`src/rtl/axis_packetizer.sv`:
```
// axis_packetizer: frames a continuous AXI4-Stream into packets of
// packet_length beats by tagging M_AXIS_tlast. Start/stop happens only on
// packet boundaries. The data path is a fully registered two-entry skid
// buffer, made of an output register plus one skid register.

module axis_packetizer #(
  parameter int AXIS_TDATA_WIDTH = 32,
  parameter int LENGTH_WIDTH     = 16
) (
  input  logic                        aclk,
  input  logic                        aresetn,
  input  logic                        enable,
  input  logic [LENGTH_WIDTH-1:0]     packet_length,
  input  logic                        S_AXIS_tvalid,
  input  logic [AXIS_TDATA_WIDTH-1:0] S_AXIS_tdata,
  output logic                        S_AXIS_tready,
  input  logic                        M_AXIS_tready,
  output logic                        M_AXIS_tvalid,
  output logic [AXIS_TDATA_WIDTH-1:0] M_AXIS_tdata,
  output logic                        M_AXIS_tlast,
  output logic [31:0]                 packet_count,
  output logic                        busy
);

  typedef enum logic [1:0] {
    ST_IDLE  = 2'd0,
    ST_RUN   = 2'd1,
    ST_DRAIN = 2'd2
  } state_e;

  localparam logic [LENGTH_WIDTH-1:0] LenOne = LENGTH_WIDTH'(1);

  // Control state
  state_e                      state_q, state_d;
  logic [LENGTH_WIDTH-1:0]     cnt_q, cnt_d;
  logic [LENGTH_WIDTH-1:0]     len_q, len_d;
  logic                        s_ready_q, s_ready_d;

  // Output register and skid register
  logic                        m_valid_q, m_valid_d;
  logic [AXIS_TDATA_WIDTH-1:0] m_data_q, m_data_d;
  logic                        m_last_q, m_last_d;
  logic                        skid_valid_q, skid_valid_d;
  logic [AXIS_TDATA_WIDTH-1:0] skid_data_q, skid_data_d;
  logic                        skid_last_q, skid_last_d;

  logic [31:0]                 pkt_cnt_q, pkt_cnt_d;

  // Handshake and framing helpers
  logic                        in_accept;
  logic                        m_xfer;
  logic                        in_last;
  logic [LENGTH_WIDTH-1:0]     pkt_len_eff;
  logic [LENGTH_WIDTH-1:0]     cur_len;

  // Beat counter: a zero length behaves as one, and the length is frozen
  // for the rest of the packet as soon as its first beat is taken.
  always_comb begin
    in_accept   = S_AXIS_tvalid && s_ready_q;
    m_xfer      = m_valid_q && M_AXIS_tready;
    pkt_len_eff = (packet_length == '0) ? LenOne : packet_length;
    cur_len     = (cnt_q == '0) ? pkt_len_eff : len_q;
    in_last     = (cnt_q == (cur_len - LenOne));
    cnt_d       = cnt_q;
    len_d       = len_q;
    if (in_accept) begin
      if (cnt_q == '0) begin
        len_d = pkt_len_eff;
      end
      cnt_d = in_last ? '0 : (cnt_q + LenOne);
    end
  end

  // Start/stop sequencing: stopping mid-packet drains to the tlast beat.
  // The decision uses the post-acceptance counter, so a tlast beat taken in
  // the same cycle that enable falls returns straight to IDLE.
  always_comb begin
    state_d = state_q;
    case (state_q)
      ST_IDLE: begin
        if (enable) begin
          state_d = ST_RUN;
        end
      end
      ST_RUN: begin
        if (!enable) begin
          state_d = (cnt_d == '0) ? ST_IDLE : ST_DRAIN;
        end
      end
      ST_DRAIN: begin
        if (in_accept && in_last) begin
          state_d = ST_IDLE;
        end
      end
      default: state_d = ST_IDLE;
    endcase
  end

  // Skid buffer steering. A beat goes to the output register when that
  // register is free or being emptied this cycle, otherwise to the skid
  // register. Because intake is blocked while skid is occupied, the skid
  // register only ever refills the output register.
  always_comb begin
    m_valid_d    = m_valid_q;
    m_data_d     = m_data_q;
    m_last_d     = m_last_q;
    skid_valid_d = skid_valid_q;
    skid_data_d  = skid_data_q;
    skid_last_d  = skid_last_q;
    if (skid_valid_q) begin
      if (m_xfer) begin
        m_valid_d    = 1'b1;
        m_data_d     = skid_data_q;
        m_last_d     = skid_last_q;
        skid_valid_d = 1'b0;
      end
    end else if (in_accept) begin
      if (!m_valid_q || M_AXIS_tready) begin
        m_valid_d = 1'b1;
        m_data_d  = S_AXIS_tdata;
        m_last_d  = in_last;
      end else begin
        skid_valid_d = 1'b1;
        skid_data_d  = S_AXIS_tdata;
        skid_last_d  = in_last;
      end
    end else if (m_xfer) begin
      m_valid_d = 1'b0;
    end
    s_ready_d = !skid_valid_d && (state_d != ST_IDLE);
    pkt_cnt_d = pkt_cnt_q + ((m_xfer && m_last_q) ? 32'd1 : 32'd0);
  end

  // Control registers: FSM state, beat counter, latched length, tready.
  always_ff @(posedge aclk or negedge aresetn) begin
    if (!aresetn) begin
      state_q   <= ST_IDLE;
      cnt_q     <= '0;
      len_q     <= '0;
      s_ready_q <= 1'b0;
    end else begin
      state_q   <= state_d;
      cnt_q     <= cnt_d;
      len_q     <= len_d;
      s_ready_q <= s_ready_d;
    end
  end

  // Data path registers; reset discards any buffered beats.
  always_ff @(posedge aclk or negedge aresetn) begin
    if (!aresetn) begin
      m_valid_q    <= 1'b0;
      m_data_q     <= '0;
      m_last_q     <= 1'b0;
      skid_valid_q <= 1'b0;
      skid_data_q  <= '0;
      skid_last_q  <= 1'b0;
    end else begin
      m_valid_q    <= m_valid_d;
      m_data_q     <= m_data_d;
      m_last_q     <= m_last_d;
      skid_valid_q <= skid_valid_d;
      skid_data_q  <= skid_data_d;
      skid_last_q  <= skid_last_d;
    end
  end

  // Packets are counted when their tlast beat leaves on the M side.
  always_ff @(posedge aclk or negedge aresetn) begin
    if (!aresetn) begin
      pkt_cnt_q <= '0;
    end else begin
      pkt_cnt_q <= pkt_cnt_d;
    end
  end

  assign S_AXIS_tready = s_ready_q;
  assign M_AXIS_tvalid = m_valid_q;
  assign M_AXIS_tdata  = m_data_q;
  assign M_AXIS_tlast  = m_last_q;
  assign packet_count  = pkt_cnt_q;
  assign busy          = (state_q != ST_IDLE) || m_valid_q || skid_valid_q;

endmodule

```
`config.mk`:
```
export PLATFORM = sky130hd
export DESIGN_NAME = axis_packetizer
export DESIGN_NICKNAME = d
export VERILOG_FILES = /design/src/rtl/axis_packetizer.sv
export SDC_FILE = /design/constraint.sdc
export NUM_CORES = 1
export LEC_CHECK = 0
export CAP_MARGIN = 20
export CORE_UTILIZATION = 47
export DETAILED_ROUTE_END_ITERATION = 10
export HOLD_SLACK_MARGIN = 0.05
export PLACE_DENSITY = 0.81
export SYNTH_ARGS = -nofsm -noshare
export SYNTH_HDL_FRONTEND = slang
export SYNTH_SLANG_ARGS = --single-unit
```
`constraint.sdc`:
```
create_clock -name aclk -period 9.7 [get_ports aclk]
set_clock_uncertainty 0.15 [all_clocks]
set_input_delay 0.97 -clock aclk [delete_from_list [all_inputs] [get_ports aclk]]
set_output_delay 0.97 -clock aclk [all_outputs]
set_load 0.05 [all_outputs]
```
==> results.yml <==
grt:
  antenna_found_initial: 0
  grt_overflow: 0
  grt_max_degree: 73
  grt_pass1_wl_um: 27740
  grt_pass1_vias: 5548
  track_usage_pct: 22.41
setup_path:
  cp-start-kind: "flop"
  required_ns: 9.80
  r2r_cells: 15
  critPathMaxFanout: 16
  crit_arrival_ns: 5.97
  rr_startpoint: "cnt_q[0]"
  critPathCaptureType: "flop"
  reg2reg_slack_ns: 3.84
  reg2reg_to: "S_AXIS_tready"
  critical_path_class: "reg -> reg"
placement:
  io_buffers: 120
  placed_cell_area_mm2: 0.008428
  globalplace.congestion: 0.8912
  hpwl_um: 11380
  post-place-ws_ns: 3.656
  place_inst: 959
cells_and_area:
  layout.cells.non_filler: 991
  nets: 852
  stdcell_area_mm2: 0.009014
  drive_gt1_share_pct: 13.01
  antenna_cells: 0
  area_growth_pct: 27.17
  nFillCells: 1213
  utilization_pct: 61.55
die:
  coreArea_mm2: 0.01464
  dieWidth_um: 124.8
  die_h_um: 124.8
  start_util_pct: 48.40
  pin_count: 121
  dieArea_mm2: 0.01558
  rows: 44
logic_synthesis:
  ys_ff_latch: 135
  synthTopCellsByCount: "dfrtp_1 (135), nor2_1 (67), xnor2_1 (51), mux2_2 (49), a21oi_1 (41)"
  async_reset_ff_share_pct: 100.0
  avgSynthCellArea_um2: 10.32
  synth.most_common_cell: "dfrtp_1"
  synth.distinct_cells: 57
  netlist.area_leader.share_pct: 47.66
  synth.area.top_cells: "dfrtp_1 (48%), mux2_2 (7.8%), xnor2_1 (6.3%), mux2i_1 (5.6%), nor2_1 (3.5%)"
  yosysSeqAreaShare_pct: 47.66
  yosysWarnings: 0
  synthesis.area_mm2: 0.007088
  synthCells: 687
  synth_area_leader_cell: "dfrtp_1"
  synth_edf_count: 0
  synth-main-ff-cell: "dfrtp_1"
  synth_nets: 745
power:
  total_power_mw: 2.780
  leakage_nw: 3.667
  peakVddDrop_mv: 0.2714
  powerDensity_mw_per_mm2: 308.5
sta:
  min_period_ns: 5.865
  tightest_slew_ns: 0.9269
  finalHoldViolCount: 0
  fmax_ghz: 0.1705
  setup_tns_ns: 0
  setup_viol: 0
  holdWs_ns: 0.3252
  setup_ws_ns: 3.835
  relSlewSlack_pct: 38.21
  period_share_pct: 60.46
  maxSlewViolCount: 0
  rsz0062_at_grt: "false"
drt:
  first_iter_violations: 428
  routed_wl_um: 16930
  vias_per_cell: 5.708
  ant_nets: 0
  firstDrtPassIters: 8
  wl_per_cell_um: 17.09
  routed.top_layer: "met4"
  wl_met1_um: 7594
  vias: 5657
  drc: 16
  wl_met2_um: 7774
  dr_wl_met3_um: 1357
min_path:
  hold_path_startpoint: "packet_count[31]"
  min_path_type: "reg -> reg"
  min_path_cells: 1
  holdPathEnd: "packet_count[31]"
clock_network:
  cts_tree: "yes"
  numCtsBuffers: 17
  clock_path_buffers: 2
  htreeDepth: 4
  clk_pin_slew_worst_paths_ns: 0.06
  cts_root_buffer: "clkbuf_16"
  post_cts.repair.setup_buffers: 0
  cts_resized: 0
  insertion_delay_ns: 0.43
  hold_buffers: 0
  cts_sinks: 135
flow_run:
  maxCapViolations: 0
status:
  violations: "DRC"
  status: "finished, violations left"
==> state kept, by name, indices dropped and copies added, names as in the netlist <==
register and flops:
M_AXIS_tdata 32, packet_count 32, skid_data_q 32, cnt_q 16, len_q 16, state_q 2
M_AXIS_tlast 1, M_AXIS_tvalid 1, S_AXIS_tready 1, skid_last_q 1, skid_valid_q 1
==> worst max-delay path: stages (launching register included) <==
cell,delay (ns)
dfrtp_1,0.48
inv_1,0.15
ha_1,0.18
nor4b_2,0.33
nand4_1,0.60
a211oi_1,0.46
or2_2,0.19
ha_1,0.22
or4b_2,0.71
nor2_1,0.20
xor2_1,0.09
a221oi_1,0.28
nand4_1,0.11
or4_1,0.59
nor4_4,0.78
a21oi_1,0.17
==> report_power, final <==
| part | internal (mW) | switching [mW] | leakage [nW] |
|---|---|---|---|
| clock | 0.364 | 0.275 | 0.288 |
| sequential | 0.751 | 0.156 | 1.70 |
| combinational | 0.498 | 0.736 | 1.68 |
| total | 1.61 | 1.17 | 3.67 |
==> cells by family (layout without fill, tap and decap cells) <==
logic type      count (synthesis)  in the layout  synth area share, %
simple gates                  242            242                18.41
flops                         135            135                47.66
compound gates                101            101                8.544
mux                            89             89                13.43
xor+xnor                       68             68                8.402
buf+inv                        47            167                2.665
fa+ha+maj                       5              5               0.8826
==> metal layers <==
| metal | up-vias | track usage, % |
|---|---|---|
| li1 | 2697 | - |
| met1 | 2757 | 29.83 |
| met2 | 181 | 34.50 |
| met3 | 22 | 7.603 |
| met4 | 0 | 6.754 |
| met5 | - | 0 |
==> how the worst max path moves through the flow <==
| stage | start | endpoint | slack (ns) | cells past startpoint |
|---|---|---|---|---|
| 2_1_floorplan | packet_length[8] | cnt_q[9] | 4.74 | 16 |
| 3_3_place_gp | packet_length[8] | S_AXIS_tready | 3.75 | 14 |
| 3_5_place_dp | packet_length[8] | S_AXIS_tready | 3.66 | 14 |
| 4_1_cts | cnt_q[0] | S_AXIS_tready | 3.89 | 15 |
| 5_1_grt | cnt_q[0] | S_AXIS_tready | 3.52 | 15 |
| 6_report | cnt_q[0] | S_AXIS_tready | 3.84 | 15 |
==> area by class of cell <==
type	instances	area (um2)	area share, %
clock buffers	17	425.4	4.720
clock inverters	15	160.2	1.777
inverters	9	33.78	0.3748
multi-input cells	505	3537	39.24
flip-flops and latches	135	3379	37.49
well taps	184	230.2	2.554
repair buffers	126	1247	13.84
==> placed cells by master, fill, tap and decap left out, types with 7 or more instances in the layout <==
cell type / Yosys / layout
nor2b_1: 9 / 9
a21oi_1: 41 / 40
xnor2_1: 51 / 51
clkbuf_16: 0 / 17
nand2_1: 28 / 28
mux2_2: 49 / 49
nand3_1: 26 / 26
inv_1: 9 / 9
nor3_1: 24 / 23
nand4_1: 13 / 13
dfrtp_1: 135 / 134
nor4_1: 11 / 11
o21ai_0: 26 / 26
or3_1: 11 / 11
and4_1: 7 / 7
clkdlybuf4s50_1: 0 / 119
xor2_1: 17 / 17
and3_1: 12 / 12
nor2_1: 67 / 67
mux2i_1: 40 / 40
or4_1: 7 / 7
Power figures use the tool's default switching activity.
